## src/rtl/traffic_pkg.sv

```systemverilog
// Light encodings shared by the traffic sensor and the light controller.
package traffic_pkg;

  localparam logic [2:0] LIGHT_GREEN  = 3'b100;
  localparam logic [2:0] LIGHT_RED    = 3'b010;
  localparam logic [2:0] LIGHT_YELLOW = 3'b001;

  function automatic logic is_onehot3(input logic [2:0] v);
    return (v == LIGHT_GREEN) || (v == LIGHT_RED) || (v == LIGHT_YELLOW);
  endfunction

endpackage

```

## src/rtl/lane_queue.sv

```systemverilog
// One street: synchronizer, optional debounce (TRAFFIC_SENSOR_DEBOUNCE_EN), edge detect,
// saturating car counter and the departure timer that drains it while green.
module lane_queue
  import traffic_pkg::*;
#(
  parameter int unsigned QUEUE_W         = 4,
  parameter int unsigned PASS_CYCLES     = 4,
  parameter int unsigned SYNC_STAGES     = 2,
  parameter int unsigned DEBOUNCE_CYCLES = 8
) (
  input  logic               clk,
  input  logic               reset,
  input  logic               car,
  input  logic               green,
  input  logic               freeze,
  output logic [QUEUE_W-1:0] count,
  output logic               present
);

  localparam int unsigned TIMER_W = (PASS_CYCLES > 1) ? $clog2(PASS_CYCLES) : 1;
  localparam logic [QUEUE_W-1:0] COUNT_MAX = '1;
  localparam logic [TIMER_W-1:0] TIMER_LAST = TIMER_W'(PASS_CYCLES - 1);

  logic [SYNC_STAGES-1:0] sync_q;
  logic                   level;
  logic                   prev_q;
  logic                   arrival_q;
  logic [TIMER_W-1:0]     timer_q, timer_d;
  logic [QUEUE_W-1:0]     count_q, count_d;
  logic                   running;
  logic                   depart;

  always_ff @(posedge clk) begin
    if (reset) begin
      sync_q <= '0;
    end else begin
      sync_q <= {sync_q[SYNC_STAGES-2:0], car};
    end
  end

`ifdef TRAFFIC_SENSOR_DEBOUNCE_EN
  localparam int unsigned DEB_W = (DEBOUNCE_CYCLES > 1) ? $clog2(DEBOUNCE_CYCLES) : 1;
  localparam logic [DEB_W-1:0] DEB_LAST = DEB_W'(DEBOUNCE_CYCLES - 1);

  logic             deb_q;
  logic [DEB_W-1:0] deb_cnt_q;

  // Level flips only after the synced input has disagreed for DEBOUNCE_CYCLES in a row.
  always_ff @(posedge clk) begin
    if (reset) begin
      deb_q     <= 1'b0;
      deb_cnt_q <= '0;
    end else if (sync_q[SYNC_STAGES-1] != deb_q) begin
      if (deb_cnt_q == DEB_LAST) begin
        deb_q     <= sync_q[SYNC_STAGES-1];
        deb_cnt_q <= '0;
      end else begin
        deb_cnt_q <= deb_cnt_q + DEB_W'(1);
      end
    end else begin
      deb_cnt_q <= '0;
    end
  end

  assign level = deb_q;
`else
  logic unused_debounce;
  assign unused_debounce = ^DEBOUNCE_CYCLES;
  assign level = sync_q[SYNC_STAGES-1];
`endif

  always_ff @(posedge clk) begin
    if (reset) begin
      prev_q    <= 1'b0;
      arrival_q <= 1'b0;
      timer_q   <= '0;
      count_q   <= '0;
    end else begin
      prev_q    <= level;
      arrival_q <= level & ~prev_q;
      timer_q   <= timer_d;
      count_q   <= count_d;
    end
  end

  always_comb begin
    running = green && (count_q != '0) && !freeze;
    depart  = running && (timer_q == TIMER_LAST);
    timer_d = '0;
    if (running && !depart) begin
      timer_d = timer_q + TIMER_W'(1);
    end
    count_d = count_q;
    // Simultaneous arrival and departure cancel, also at empty and full.
    if (arrival_q && !depart && (count_q != COUNT_MAX)) begin
      count_d = count_q + QUEUE_W'(1);
    end else if (depart && !arrival_q) begin
      count_d = count_q - QUEUE_W'(1);
    end
  end

  assign count   = count_q;
  assign present = |count_q;

endmodule

```

## src/rtl/traffic_sensor.sv

```systemverilog
// Two car queues fed by arrival buttons and drained on green, plus a sticky illegal-light flag.
// Optional debounce on the buttons is enabled by defining TRAFFIC_SENSOR_DEBOUNCE_EN.
module traffic_sensor
  import traffic_pkg::*;
#(
  parameter int unsigned QUEUE_W         = 4,
  parameter int unsigned PASS_CYCLES     = 4,
  parameter int unsigned SYNC_STAGES     = 2,
  parameter int unsigned DEBOUNCE_CYCLES = 8
) (
  input  logic               clk,
  input  logic               reset,
  input  logic               car_a,
  input  logic               car_b,
  input  logic [2:0]         LA,
  input  logic [2:0]         LB,
  output logic               TA,
  output logic               TB,
  output logic [QUEUE_W-1:0] count_a,
  output logic [QUEUE_W-1:0] count_b,
  output logic               fault
);

  logic fault_q;
  logic illegal;

  // Both streets showing anything but red at once is as bad as a malformed code.
  assign illegal = !is_onehot3(LA) || !is_onehot3(LB) ||
                   ((LA != LIGHT_RED) && (LB != LIGHT_RED));

  always_ff @(posedge clk) begin
    if (reset) begin
      fault_q <= 1'b0;
    end else if (illegal) begin
      fault_q <= 1'b1;
    end
  end

  assign fault = fault_q;

  lane_queue #(
    .QUEUE_W        (QUEUE_W),
    .PASS_CYCLES    (PASS_CYCLES),
    .SYNC_STAGES    (SYNC_STAGES),
    .DEBOUNCE_CYCLES(DEBOUNCE_CYCLES)
  ) u_lane_a (
    .clk    (clk),
    .reset  (reset),
    .car    (car_a),
    .green  (LA == LIGHT_GREEN),
    .freeze (fault_q),
    .count  (count_a),
    .present(TA)
  );

  lane_queue #(
    .QUEUE_W        (QUEUE_W),
    .PASS_CYCLES    (PASS_CYCLES),
    .SYNC_STAGES    (SYNC_STAGES),
    .DEBOUNCE_CYCLES(DEBOUNCE_CYCLES)
  ) u_lane_b (
    .clk    (clk),
    .reset  (reset),
    .car    (car_b),
    .green  (LB == LIGHT_GREEN),
    .freeze (fault_q),
    .count  (count_b),
    .present(TB)
  );

endmodule

```

## config.mk

```make
export PLATFORM = sky130hd
export DESIGN_NAME = traffic_sensor
export DESIGN_NICKNAME = d
export VERILOG_FILES = /design/src/rtl/traffic_pkg.sv /design/src/rtl/lane_queue.sv /design/src/rtl/traffic_sensor.sv
export SDC_FILE = /design/constraint.sdc
export NUM_CORES = 1
export LEC_CHECK = 0
export CORE_UTILIZATION = 50
export CTS_CLUSTER_DIAMETER = 60
export DETAILED_ROUTE_END_ITERATION = 16
export PLACE_DENSITY = 0.81
export SETUP_SLACK_MARGIN = 0.4
export SYNTH_ARGS = -nofsm -noshare
export SYNTH_HDL_FRONTEND = slang
export SYNTH_SLANG_ARGS = --single-unit
```

## constraint.sdc

```tcl
create_clock -name clk -period 3.65 [get_ports clk]
set_input_delay 0.365 -clock clk [delete_from_list [all_inputs] [get_ports clk]]
set_output_delay 0.365 -clock clk [all_outputs]
set_load 0.01 [all_outputs]
```

==> impl_summary.txt, run 1 <==
----------------------------------------------------
[Outcome]
  Result of the run ... complete, no violations

[Run]
  Max-cap check violation count ... 0

[Setup path]
  Critical-path cell list ... clkdlybuf4s50_1 -> or4b_4 -> o311a_4 -> inv_1 -> ha_1 -> a21o_1 -> a21oi_1 -> mux2i_1 -> mux2_1
  Family with the most delay on the worst path ... compound AO/OA/AOI/OAI gates
  Category of the most critical setup path ... in -> reg
  Data required time of the critical path ... 3850 ps
  Slowest library cell on the worst path ... or4b_4
  Arrival time worst endpoint ... 3040 ps
  Setup crit end kind ... flip-flop
  Slowest cell delay on critical path ... 570 ps
  Buffer and inverter count on the worst path ... 2
  Maximum fanout along the worst path ... 7
  Startpoint types ... input port

[Synthesis]
  Sequential element share of the synthesized area ... 38.8%
  Post-synthesis instance total ... 108
  Count of warnings emitted by yosys ... 0
  Average footprint of a synthesized cell ... 10.0 µm²
  Share of flip-flops with an asynchronous set or reset after synthesis ... 0%
  Number of synthesized flops with an enable pin ... 0
  Most area-consuming cells after synthesis ... dfxtp_1, ha_1, nor2b_1, mux2_2, fa_1
  Area fraction of the dominant cell type after synthesis ... 38.8%
  Net Count, Synth ... 126
  Most used flip-flop cell after synthesis ... dfxtp_1
  Register bit count reported by yosys ... 21
  Cell variety after synth ... 37
  Dominant cell type by area after synthesis ... dfxtp_1
  Post-synthesis instance area ... 1080 µm²

[Timing]
  Fin. Hold Viols ... 0
  Period minus WS final ... 2840 ps
  Setup TNS Final ... 0 ps
  Pin slew with the least headroom to its limit ... 723 ps
  Post-Route Skew ... 1.13 ps
  Slew Limit Headroom ... 51.7%
  Unrepaired setup endpoints after global routing ... no
  Share of the clock period used by the worst path after layout ... 77.7%
  Final-report max-slew violation count ... 0
  Setup-violating endpoint count in the final report ... 0
  Achievable frequency ... 353 MHz

[Routing]
  Detail-routed via count per cell ... 5.40
  WL/cell ... 12.0 µm
  Total Routed Length ... 1880 µm
  Total number of vias ... 848
  Final ANT Viol Nets ... 0
  1st-pass router iterations ... 4
  Number of remaining DRC errors ... 0
  Starting DRT DRC Count ... 17

[Cells and area]
  Number of fillers in the final layout ... 172
  Most common library cell in the layout ignoring fill and taps ... dfxtp_1
  Final std cells w/o fill ... 157
  Highest-count cells in the layout ignoring fill and taps ... dfxtp_1, clkdlybuf4s50_1, nor2b_1, nor2_1, ha_1
  Final layout net count ... 149
  Util after Layout ... 66.8%
  Post-synthesis to final-layout area growth ... 23.4%
  Final instance area ... 1340 µm²
  Fraction of final layout cells sized beyond drive strength 1 ... 10.8%
  Antenna diode instance count ... 0

[Floorplan]
  Die extent in x ... 48.6 µm
  Core area ... 2000 µm²
  Number of rows created at floorplan ... 16
  Die ar. ... 2360 µm²
  Die height ... 48.6 µm
  Initial Util ... 54.1%
  Number of placed I/O pins ... 21

[Global routing]
  Leftover overflow at the end of global routing ... 0
  Maximum number of pins on one net before global-route repair ... 24
  First-pass GRT wire length ... 3420 µm
  Total GRT Usage ... 18.8%
  Number of global-route vias before repair ... 818
  Initial antenna violation count ... 0

[Clock tree]
  Hold buffers post-CTS ... 0
  Number of buffers inserted to repair setup after CTS ... 0
  Clock sinks ... 21
  Clock tree from TritonCTS ... built
  Worst-case clock buffer depth ... 2
  Worst-Skew Late Latency ... 300 ps
  Resized cells post-CTS ... 0
  CTS root buffer ... clkbuf_4
  Clock input transition at the sequential cells of the worst setup and hold paths ... 120 ps
  TritonCTS Buffers ... 3
  H-tree levels ... 1

[Power and ir drop]
  VDD IR-drop max ... 0.000273 V
  Internal Pwr Total ... 0.314 mW
  Part of the power in registers ... 57.9%
  Gate power share ... 15.5%
  Static leakage power ... 0.553 nW
  Clk pwr share ... 26.6%
  Net switching power ... 0.105 mW
  Switching power share of the total ... 25.0%
  Power density over the cells ... 313 nW/µm²
  Power consumption ... 0.419 mW

[Min path]
  Worst hold path class ... reg -> reg

[Placement]
  Count of input and output buffers ... 20
  Dpl cells ... 153
  Post-DP Area ... 1310 µm²
  Weighted congestion at the end of routability-driven global placement ... 0.788
  Half-perimeter wire length after detailed placement ... 1450 µm

----------------------------------------------------
[area by class of cell]
type                            instances  area, µm²  area share (%)
Clock buffer                            3       22.5            1.68
Clock inverter                          1       5.00           0.374
Inverter                                3       11.3           0.842
Multi-Input combinational cell         82        644            48.2
Sequential cell                        21        420            31.4
Tap cell                               27       33.8            2.53
Timing Repair Buffer                   20        200            15.0
[cells by family (layout without fill, tap and decap cells)]
kind of cell,count (synthesis),count (layout),synth area share [%]
flops,21,21,38.8
compound gates,14,14,9.01
simple gates,49,49,29.4
buf+inv,5,27,1.73
xor+xnor,3,3,2.43
mux,8,8,7.97
fa+ha+maj,8,8,10.6
[path summary, 6_finish.rpt]
path / cells past startpoint / to / slack (ps) / start
max: 9 / u_lane_a.count[3] / 810 / LA[1]
min reg2reg: 1 / u_lane_a.arrival_q / 400 / u_lane_a.prev_q
min: 1 / u_lane_a.arrival_q / 400 / u_lane_a.prev_q
max reg2reg: 8 / u_lane_b.count[3] / 890 / u_lane_b.count[3]
[flip-flops by register name, summed over array words and instances, names as in the netlist]
name / cells
u_lane_a.count: 4
u_lane_b.count: 4
u_lane_a.sync_q: 2
u_lane_a.timer_q: 2
u_lane_b.sync_q: 2
u_lane_b.timer_q: 2
fault: 1
u_lane_a.arrival_q: 1
u_lane_a.prev_q: 1
u_lane_b.arrival_q: 1
u_lane_b.prev_q: 1
[cells in the mapped netlist (3+ instances only)]
library cell	instances
dfxtp_1	21
nor2b_1	12
nor2_1	8
ha_1	6
nand2b_1	5
o21ai_0	5
mux2_2	4
a21oi_1	3
and3_1	3
inv_1	3
mux2i_1	3
nand2_1	3
nand4_1	3
[power groups by stage]
stage,Clock (mW),Sequential (mW),Combinational (mW)
after floorplan,0,0.248,0.0354
after global placement,0,0.247,0.0627
after detailed placement,0,0.248,0.0651
after CTS,0.117,0.243,0.0656
after global routing,0.127,0.244,0.0712
final,0.112,0.242,0.0650
[stage by stage]
step / setup WS, ps / hold WS (ps)
after floorplan: 1000 / 367
after global placement: 562 / 372
after detailed placement: 485 / 379
after CTS: 814 / 396
after global routing: 715 / 400
final: 814 / 396
[per-layer routing]
layer	GRT usage (%)	share of wire, %	vias up	routed length [µm]
li1	-	-	428	-
met1	22.7	46	392	873
met2	31.0	47	21	888
met3	3.77	3.8	7	71
met4	11.3	2.4	0	46
met5	0	0	-	0
Note: power is estimated with default switching activity, not from simulation.
==> run 2: changes to the inputs <==
CORE_UTILIZATION = 45   (was 50)
PLACE_DENSITY = 0.78   (was 0.81)
clock period = 2.5 ns   (was 3.65 ns; I/O delays follow)
==> run 2 against run 1 <==
The flow now finishes with violations (negative setup slack); sequential power is 46% higher; clock-buffer cell count stayed put; die area is 11% higher; clock power is 48% higher; register-to-register slack worse by 920 ps; worst setup slack worse by 850 ps; clock skew hardly changed; total power is 54% higher; sequential cell count stayed put; largest cell class unchanged; largest power group unchanged.
==> impl_summary.txt, run 2 (synthesis results as in run 1) <==
----------------------------------------------------
[Clock tree]
  Hold buffers post-CTS ... 0 (unchanged)
  Clock input transition at the sequential cells of the worst setup and hold paths ... 120 ps (about the same)
  Worst-Skew Late Latency ... 300 ps (about the same)
  Clock sinks ... 21 (unchanged)
  H-tree levels ... 1 (unchanged)
  TritonCTS Buffers ... 3 (unchanged)
  Worst-case clock buffer depth ... 2 (unchanged)
  CTS root buffer ... clkbuf_4
  Clock tree from TritonCTS ... built

[Timing]
  Setup-violating endpoint count in the final report ... 1 (+1)
  Share of the clock period used by the worst path after layout ... 101%
  Fin. Hold Viols ... 0 (unchanged)
  Slew Limit Headroom ... 48.7% (-3.0 points)
  Setup TNS Final ... -31.8 ps (-31.8 ps)
  Unrepaired setup endpoints after global routing ... yes
  Pin slew with the least headroom to its limit ... 767 ps (+44.3 ps)
  Final-report max-slew violation count ... 0 (unchanged)
  Achievable frequency ... 395 MHz
  Post-Route Skew ... 0.772 ps (-0.358 ps)
  Final WS setup ... -31.8 ps (-845 ps)
  Tightest hold margin ... 395 ps (-1.78 ps)
  Period minus WS final ... 2530 ps

[Run]
  Max-cap check violation count ... 0 (unchanged)

[Cells and area]
  Most common library cell in the layout ignoring fill and taps ... buf_4
  Final std cells w/o fill ... 180 (+15%)
  Util after Layout ... 71.4% (+4.6 points)
  Fraction of final layout cells sized beyond drive strength 1 ... 31.6% (+21 points)
  Antenna diode instance count ... 0 (unchanged)
  Number of fillers in the final layout ... 172 (unchanged)
  Footprint of the multi-input gates ... 714 µm² (+11%)
  Sequential Area ... 427 µm² (+1.5%)
  Final instance area ... 1600 µm² (+19%)
  Final layout net count ... 171 (+15%)
  Post-synthesis to final-layout area growth ... 47.2%
  Highest-count cells in the layout ignoring fill and taps ... buf_4, dfxtp_1, clkdlybuf4s50_1, nor2b_1, nor2_1

[Placement]
  Post-DP Area ... 1460 µm² (+11%)
  Weighted congestion at the end of routability-driven global placement ... 0.786 (-0.27%)
  Half-perimeter wire length after detailed placement ... 1710 µm (+18%)
  Count of input and output buffers ... 20 (unchanged)
  DP Worst Slack ... -412 ps (-896 ps)
  Dpl cells ... 168 (+9.8%)

[Floorplan]
  Die height ... 51.1 µm (+5.2%)
  Number of placed I/O pins ... 21 (unchanged)
  Number of rows created at floorplan ... 17 (+1)
  Die ar. ... 2610 µm² (+11%)
  Die extent in x ... 51.1 µm (+5.2%)
  Initial Util ... 48.5% (-5.6 points)
  Core area ... 2230 µm² (+12%)

[Power and ir drop]
  VDD IR-drop max ... 0.000418 V (+53%)
  Static leakage power ... 0.705 nW (+27%)
  Power density over the cells ... 405 nW/µm² (+29%)
  Power consumption ... 0.646 mW (+54%)

[Routing]
  Number of remaining DRC errors ... 0 (unchanged)
  Total Routed Length ... 2400 µm (+28%)
  1st-pass router iterations ... 3 (-1)
  Detail-routed via count per cell ... 5.16 (-4.4%)
  WL/cell ... 13.3 µm (+11%)
  Final ANT Viol Nets ... 0 (unchanged)
  Total number of vias ... 929 (+9.6%)
  Starting DRT DRC Count ... 7 (-10)

[Global routing]
  Maximum number of pins on one net before global-route repair ... 24 (unchanged)
  First-pass GRT wire length ... 4130 µm (+21%)
  Total GRT Usage ... 21.5% (+2.7 points)
  Leftover overflow at the end of global routing ... 0 (unchanged)
  Initial antenna violation count ... 0 (unchanged)
  Number of global-route vias before repair ... 947 (+16%)

[Setup path]
  Slack of the worst reg-to-reg path ... -30 ps (-920 ps)
  Startpoint types ... flip-flop
  Category of the most critical setup path ... reg -> reg
  Maximum fanout along the worst path ... 3 (-4)
  Setup crit end kind ... flip-flop
  Arrival time worst endpoint ... 2740 ps (-300 ps)
  Data required time of the critical path ... 2710 ps (-1140 ps)

[Outcome]
  Violated checks ... negative setup slack
  Result of the run ... complete, but fails checks

[Min path]
  Worst hold path class ... reg -> reg

----------------------------------------------------
-- run 2: changes by cell type in the layout (fill, tap and decap cells not counted), moves of 3 or more --
cell,delta
buf_4,+19
buf_6,+3
dlygate4sd2_1,+3
clkdlybuf4s50_1,-4
ha_4,+3
dfxtp_1,-3
ha_1,-3
-- run 2: critical path, cell delays in order (launching register included) --
cell     delay (ps)
dfxtp_2         340
or4_4           540
nand4_1         140
nand3_2         130
ha_4            250
a21o_1          160
or3_1           330
mux2i_1         190
mux2_2          350
-- run 2: area by class of cell --
cell class,count,area share (%)
well taps,28,2.20
clock buffers,3,1.41
repair buffers,42,23.5
clock inverters,1,0.314
multi-input cells,82,44.8
flip-flops and latches,21,26.7
inverters,3,1.02
-- run 2: repair_timing --
| item | CTS | global route |
|---|---|---|
| pin swaps | 8 | 4 |
| resized for setup | 12 | 4 |
| gates cloned | 0 | 0 |
| setup buffers | 6 | 2 |
| setup endpoints to repair | 5 | 8 |
-- run 2: path summary, 6_finish.rpt --
kind / startpoint / endpoint / cells after the start
setup / recovery: u_lane_b.count[1] / u_lane_b.count[3] / 8
hold / removal: u_lane_a.prev_q / u_lane_a.arrival_q / 1
setup reg to reg: u_lane_b.count[1] / u_lane_b.count[3] / 8
hold reg to reg: u_lane_a.prev_q / u_lane_a.arrival_q / 1
-- run 2: per-layer routing --
layer / routed length, µm / GRT usage (%) / up-vias
met4: 11 / 5.56 / 0
met2: 1250 / 39.3 / 11
li1: - / - / 474
met3: 71 / 3.87 / 2
met1: 1070 / 25.6 / 442
met5: 0 / 0 / -
-- run 2: where the power goes --
part	total (mW)	switching, mW	leakage, nW	internal (mW)
combinational	0.127	0.0516	0.515	0.0758
clock	0.166	0.106	0.0177	0.0597
sequential	0.353	0.00848	0.172	0.344
total	0.646	0.167	0.705	0.480
